[src/rtl/adc_scan_sampler.sv]
// Serial-ADC scan engine: walks the enabled channels in CH_MASK, runs one
// 13-clock conversion per channel and presents each result with a one-cycle strobe.
module adc_scan_sampler #(
  parameter int          CLK_DIV    = 4,
  parameter int          GAP_CYCLES = 8,
  parameter logic [9:0]  CH_MASK    = 10'b11_1111_0011
) (
  input  logic       i_clk,
  input  logic       i_rst_n,
  input  logic       i_scan_en,
  input  logic       i_miso,
  output logic       o_cs_n,
  output logic       o_sclk,
  output logic       o_mosi,
  output logic       o_new_sample,
  output logic [7:0] o_sample,
  output logic [7:0] o_sample_channel,
  output logic       o_busy
);

  typedef enum logic [2:0] {IDLE, SETUP, SHIFT, DONE, GAP} state_t;

  function automatic logic [3:0] lowestBit(input logic [9:0] mask);
    logic [3:0] idx;
    idx = 4'd0;
    for (int i = 9; i >= 0; i--) begin
      if (mask[i]) idx = 4'(i);
    end
    return idx;
  endfunction

  localparam logic [3:0]  FIRST_CH  = lowestBit(CH_MASK);
  localparam logic [15:0] DIV_LAST  = 16'(CLK_DIV - 1);
  localparam logic [15:0] GAP_LAST  = 16'(GAP_CYCLES - 1);
  localparam logic [4:0]  LAST_EDGE = 5'd26;

  state_t      r_state;
  state_t      w_stateNext;
  logic [15:0] r_cnt;
  logic [4:0]  r_edgeCnt;
  logic [7:0]  r_shift;
  logic [3:0]  r_addr;
  logic        r_csN;
  logic        r_sclk;
  logic        r_mosi;
  logic        r_newSample;
  logic [7:0]  r_sample;
  logic [7:0]  r_sampleCh;
  logic        r_busy;

  logic        w_cntDone;
  logic [4:0]  w_toggleIdx;
  logic [3:0]  w_nextAddr;
  logic        w_found;

  assign w_cntDone   = (r_cnt == ((r_state == GAP) ? GAP_LAST : DIV_LAST));
  assign w_toggleIdx = r_edgeCnt + 5'd1;

  always_ff @(posedge i_clk or negedge i_rst_n) begin
    if (!i_rst_n) r_state <= IDLE;
    else          r_state <= w_stateNext;
  end

  always_comb begin
    w_stateNext = r_state;
    case (r_state)
      IDLE:    if (i_scan_en && (CH_MASK != 10'd0)) w_stateNext = SETUP;
      SETUP:   if (w_cntDone) w_stateNext = SHIFT;
      SHIFT:   if (w_cntDone && (r_edgeCnt == LAST_EDGE)) w_stateNext = DONE;
      DONE:    w_stateNext = GAP;
      GAP:     if (w_cntDone) w_stateNext = IDLE;
      default: w_stateNext = IDLE;
    endcase
  end

  // Next enabled channel strictly above the current one, else wrap to the lowest.
  always_comb begin
    w_nextAddr = FIRST_CH;
    w_found    = 1'b0;
    for (int i = 0; i < 10; i++) begin
      if (!w_found && CH_MASK[i] && (4'(i) > r_addr)) begin
        w_nextAddr = 4'(i);
        w_found    = 1'b1;
      end
    end
  end

  // Toggle n of sclk: odd n is rise (n+1)/2, even n is fall n/2.
  always_ff @(posedge i_clk or negedge i_rst_n) begin
    if (!i_rst_n) begin
      r_cnt       <= 16'd0;
      r_edgeCnt   <= 5'd0;
      r_shift     <= 8'd0;
      r_addr      <= FIRST_CH;
      r_csN       <= 1'b1;
      r_sclk      <= 1'b0;
      r_mosi      <= 1'b0;
      r_newSample <= 1'b0;
      r_sample    <= 8'd0;
      r_sampleCh  <= 8'd0;
      r_busy      <= 1'b0;
    end else begin
      r_newSample <= 1'b0;
      case (r_state)
        IDLE: begin
          r_cnt <= 16'd0;
          if (w_stateNext == SETUP) begin
            r_csN     <= 1'b0;
            r_busy    <= 1'b1;
            r_mosi    <= r_addr[3];
            r_edgeCnt <= 5'd0;
            r_shift   <= 8'd0;
          end
        end
        SETUP: begin
          if (w_cntDone) begin
            r_cnt     <= 16'd0;
            r_sclk    <= 1'b1;
            r_edgeCnt <= 5'd1;
          end else begin
            r_cnt <= r_cnt + 16'd1;
          end
        end
        SHIFT: begin
          if (!w_cntDone) begin
            r_cnt <= r_cnt + 16'd1;
          end else if (r_edgeCnt == LAST_EDGE) begin
            r_cnt       <= 16'd0;
            r_csN       <= 1'b1;
            r_newSample <= 1'b1;
            r_sample    <= r_shift;
            r_sampleCh  <= {4'b0000, r_addr};
            r_addr      <= w_nextAddr;
          end else begin
            r_cnt     <= 16'd0;
            r_sclk    <= ~r_sclk;
            r_edgeCnt <= w_toggleIdx;
            if (w_toggleIdx[0]) begin
              if (w_toggleIdx >= 5'd11) r_shift <= {r_shift[6:0], i_miso};
            end else begin
              case (w_toggleIdx)
                5'd2:    r_mosi <= r_addr[2];
                5'd4:    r_mosi <= r_addr[1];
                5'd6:    r_mosi <= r_addr[0];
                default: r_mosi <= 1'b0;
              endcase
            end
          end
        end
        DONE: begin
          r_cnt <= 16'd0;
        end
        GAP: begin
          if (w_cntDone) begin
            r_cnt  <= 16'd0;
            r_busy <= 1'b0;
          end else begin
            r_cnt <= r_cnt + 16'd1;
          end
        end
        default: r_cnt <= 16'd0;
      endcase
    end
  end

  assign o_cs_n           = r_csN;
  assign o_sclk           = r_sclk;
  assign o_mosi           = r_mosi;
  assign o_new_sample     = r_newSample;
  assign o_sample         = r_sample;
  assign o_sample_channel = r_sampleCh;
  assign o_busy           = r_busy;

endmodule

[config.mk]
export PLATFORM = sky130hd
export DESIGN_NAME = adc_scan_sampler
export DESIGN_NICKNAME = d
export VERILOG_FILES = /design/src/rtl/adc_scan_sampler.sv
export SDC_FILE = /design/constraint.sdc
export NUM_CORES = 1
export LEC_CHECK = 0
export BUFFER_PORTS_ARGS = -buffer_cell sky130_fd_sc_hd__buf_2
export CAP_MARGIN = 20
export CORE_MARGIN = 2
export CORE_UTILIZATION = 55
export CTS_CLUSTER_DIAMETER = 50
export DETAILED_ROUTE_END_ITERATION = 10
export GPL_ROUTABILITY_DRIVEN = 0
export PLACE_DENSITY = 0.75
export REMOVE_ABC_BUFFERS = 1
export SETUP_SLACK_MARGIN = 0.2
export SLEW_MARGIN = 20
export SYNTH_ARGS = -nofsm -noshare
export SYNTH_HDL_FRONTEND = slang
export SYNTH_SLANG_ARGS = --single-unit
export TNS_END_PERCENT = 20
[constraint.sdc]
create_clock -name i_clk -period 7.45 [get_ports i_clk]
set_clock_uncertainty 0.15 [all_clocks]
set_input_delay 0.745 -clock i_clk [delete_from_list [all_inputs] [get_ports i_clk]]
set_output_delay 0.745 -clock i_clk [all_outputs]
set_load 0.01 [all_outputs]
==> impl_metrics.tcl <==
set metrics [dict create \
    fp.dieH_um 74.26 \
    comb_power_share 0.257 \
    die_area_um2 5515 \
    row_count 25 \
    ys_seq_elements 53 \
    synth_edf_count 0 \
    hold_class "flop to flop" \
    r2r_slack_ns 4.85 \
    use_met1 0.2891 \
    ys_async_sr_fraction 1.000 \
    overflow 0 \
    clock_path_buffers 2 \
    antenna_found_initial 0 \
    r2r_end "r_shift[6]$_DFFE_PN0P_" \
    worstMarginPinSlew_ns 0.6547 \
    ff2ff_path_depth 8 \
    cts_hold_buf 0 \
    start_kind "flop" \
    drive_above_1_share 0.1353 \
    hold_viol 0 \
    power_density_nw_per_um2 244.4 \
    ctsResizeCount 0 \
    p_seq_frac 0.506 \
    first_global_vias 1810 \
    drtAntennaViolNets 0 \
    core_area_um2 4755 \
    netlist_area_um2 2715 \
    wirelength_mm 4.946 \
    synth_area_per_cell_um2 9.395 \
    dp_cells 362 \
    min-delay-start "o_sample_channel[2]$_DFFE_PN0P_" \
    ios 25 \
    synth-main-ff-cell "dfrtp_1" \
    max_stage_delay_ns 0.56 \
    worstSetupPathType "flop to flop" \
    rr_startpoint "r_edgeCnt[0]$_DFFE_PN0P_" \
    n_fill_cell 436 \
    fmax_mhz 384.8 \
    worstHoldPathCells 2 \
    required_ns 7.50 \
    outcome "completed" \
    areaGrowthSynthToFinish_pct 7.604 \
    slew_violations 0 \
    final.setup.tns_ns 0 \
    p_int_mw 0.4497 \
    cp_num_buf_inv 1 \
    setup_viol 0 \
    total_power_mw 0.7139 \
    ys_seq_area_frac 0.4889 \
    holdPathEnd "o_sample_channel[2]$_DFFE_PN0P_" \
    numCtsBuffers 5 \
    relSlewSlack 0.5636 \
    vias_per_cell 5.511 \
    drc 0 \
    grt_util_all_layers 0.1954 \
    period_needed_ns 2.599 \
    portBuffers 20 \
    vias 2039 \
    grt_pass1_wl_mm 8.335 \
    drtIter0Drc 124 \
    slowest_stage "dfrtp_1" \
    synth_top_area_frac 0.4793 \
    rsz0062_at_grt "no" \
    drt-wirelength-per-cell_um 13.37 \
    grt_max_degree 54 \
    swShare 0.3701 \
    yosysTopAreaCell "dfrtp_1" \
    leakage_nw 1.393 \
    arrival_ns 2.65 \
    clock_sinks 53 \
    diodes 0 \
    final_cell_mix "52 x dfrtp_1, 51 x nand2_1, 31 x nor2_1" \
    cp_max_fo 9 \
    final_common_cell "dfrtp_1" \
    cts-root-buf "clkbuf_8" \
    final_core_util 0.6145 \
    post_cts_buffers 0 \
    use_met3 0.03523 \
    maxCapViolCount 0 \
    post-route-period-util 0.3489 \
    path_delay_family "compound AO/OA/AOI/OAI gates" \
    die_w_um 74.26 \
    final_cells 370 \
    yosysWarnings 0 \
    path_cells "inv_1 > ha_1 > o21bai_1 > a21oi_1 > nor2_1 > a31oi_1 > or3_1 > a22o_1" \
    globalRouteMet2Util 0.2897 \
    start_util 0.5711 \
    htree_levels 2 \
    grt-busiest-layer "met2" \
    end_kind "flop" \
    nets 311 \
    drt_first_pass_iters 4 \
    ir_worst_vdd_mv 0.2103 \
    cts_tree "done" \
    hpwlAfterDp_mm 3.462 \
    ys_types 52 \
    clk_pin_slew_ns 0.10 \
    synth_cells 289 \
    synthTopCellsByArea "dfrtp_1 48%, nand2_1 7.1%, nor2_1 4.3%" \
    worstSkewPairLatency_ns 0.31 \
    clkPwrFrac 0.238 \
    switchingPower_mw 0.2642 \
]
==> Yosys cell counts (2+ instances only) <==
library cell / count
dfrtp_1: 52
nand2_1: 51
nor2_1: 31
o21ai_0: 16
xor2_1: 11
a21oi_1: 10
clkbuf_1: 10
nand3_1: 10
a22o_1: 8
inv_1: 7
nor3_1: 7
and3_1: 6
a31oi_1: 5
ha_1: 5
xnor2_1: 5
buf_2: 4
buf_4: 4
nand4_1: 4
nor2b_1: 4
o31ai_1: 3
a311oi_1: 2
and2_1: 2
nor4_2: 2
or3_1: 2
==> power by group through the flow <==
stage | registers (mW) | clock network (mW) | logic, mW
floorplan | 0.359 | 0 | 0.127
global placement | 0.364 | 0 | 0.182
detailed placement | 0.366 | 0 | 0.182
CTS | 0.360 | 0.177 | 0.184
global route | 0.368 | 0.189 | 0.209
finish | 0.361 | 0.170 | 0.183
==> final cells by class <==
class,count,area (µm²),area share
clock inverter,3,26.28,0.008994
tap,67,83.83,0.02869
timing repair buffer,22,115.1,0.03940
inverter,7,26.28,0.008994
multi-input combinational,213,1274,0.4360
clock buffer,5,68.82,0.02355
sequential,53,1328,0.4544
==> how the worst max path moves through the flow <==
stage,startpoint,end,cells after the start
after floorplan,r_edgeCnt[0]$_DFFE_PN0P_,r_shift[0]$_DFFE_PN0P_,8
after global placement,r_edgeCnt[0]$_DFFE_PN0P_,r_shift[1]$_DFFE_PN0P_,8
after detailed placement,r_edgeCnt[0]$_DFFE_PN0P_,r_shift[6]$_DFFE_PN0P_,8
after CTS,r_edgeCnt[0]$_DFFE_PN0P_,r_shift[6]$_DFFE_PN0P_,8
after global routing,r_state[1]$_DFF_PN0_,r_addr[3]$_DFFE_PN0P_,7
final,r_edgeCnt[0]$_DFFE_PN0P_,r_shift[6]$_DFFE_PN0P_,8
==> logic make-up (layout without fill, tap and decap cells) <==
family                     after synthesis  count (layout)  share of synthesized area
xor gates and xnor gates                16              16                    0.05161
DFF                                     53              53                     0.4889
buffers and inverters                   26              37                    0.04609
adders and majority gates                5               5                    0.02304
AOI/OAI and AO/OA                       53              53                     0.1272
other                                    1               4                   0.001381
muxes                                    2               2                   0.007834
and+or+nand+nor                        133             133                     0.2539
==> metal layers <==
layer | share of wire | wire (µm) | vias to the layer above
li1 | - | - | 1019
met1 | 0.50 | 2497 | 961
met2 | 0.43 | 2151 | 50
met3 | 0.044 | 218 | 9
met4 | 0.016 | 79 | 0
met5 | 0 | 0 | -
==> through the flow <==
step	area (µm²)	setup slack (ns)	hold slack, ns
2_1_floorplan	2628	5.111	0.2963
3_3_place_gp	2826	4.858	0.2945
6_report	2922	4.851	0.3167
3_5_place_dp	2826	4.874	0.3011
5_1_grt	2922	4.542	0.3415
4_1_cts	2922	4.843	0.3235
==> state kept, by name, indices dropped and copies added (netlist names) <==
name,count
r_shift,8
o_cs_n,1
o_sample,8
o_new_sample,1
r_state,3
o_sample_channel,4
o_mosi,1
r_addr,4
r_edgeCnt,5
o_sclk,1
o_busy,1
r_cnt,16
==> tightest hold or removal path, delay by kind of cell (launching register included) <==
family | cells | cell delay (ns)
AND/OR/NAND/NOR | 2 | 0.09
flip-flops | 1 | 0.35
(Power assumes the default switching activity.)
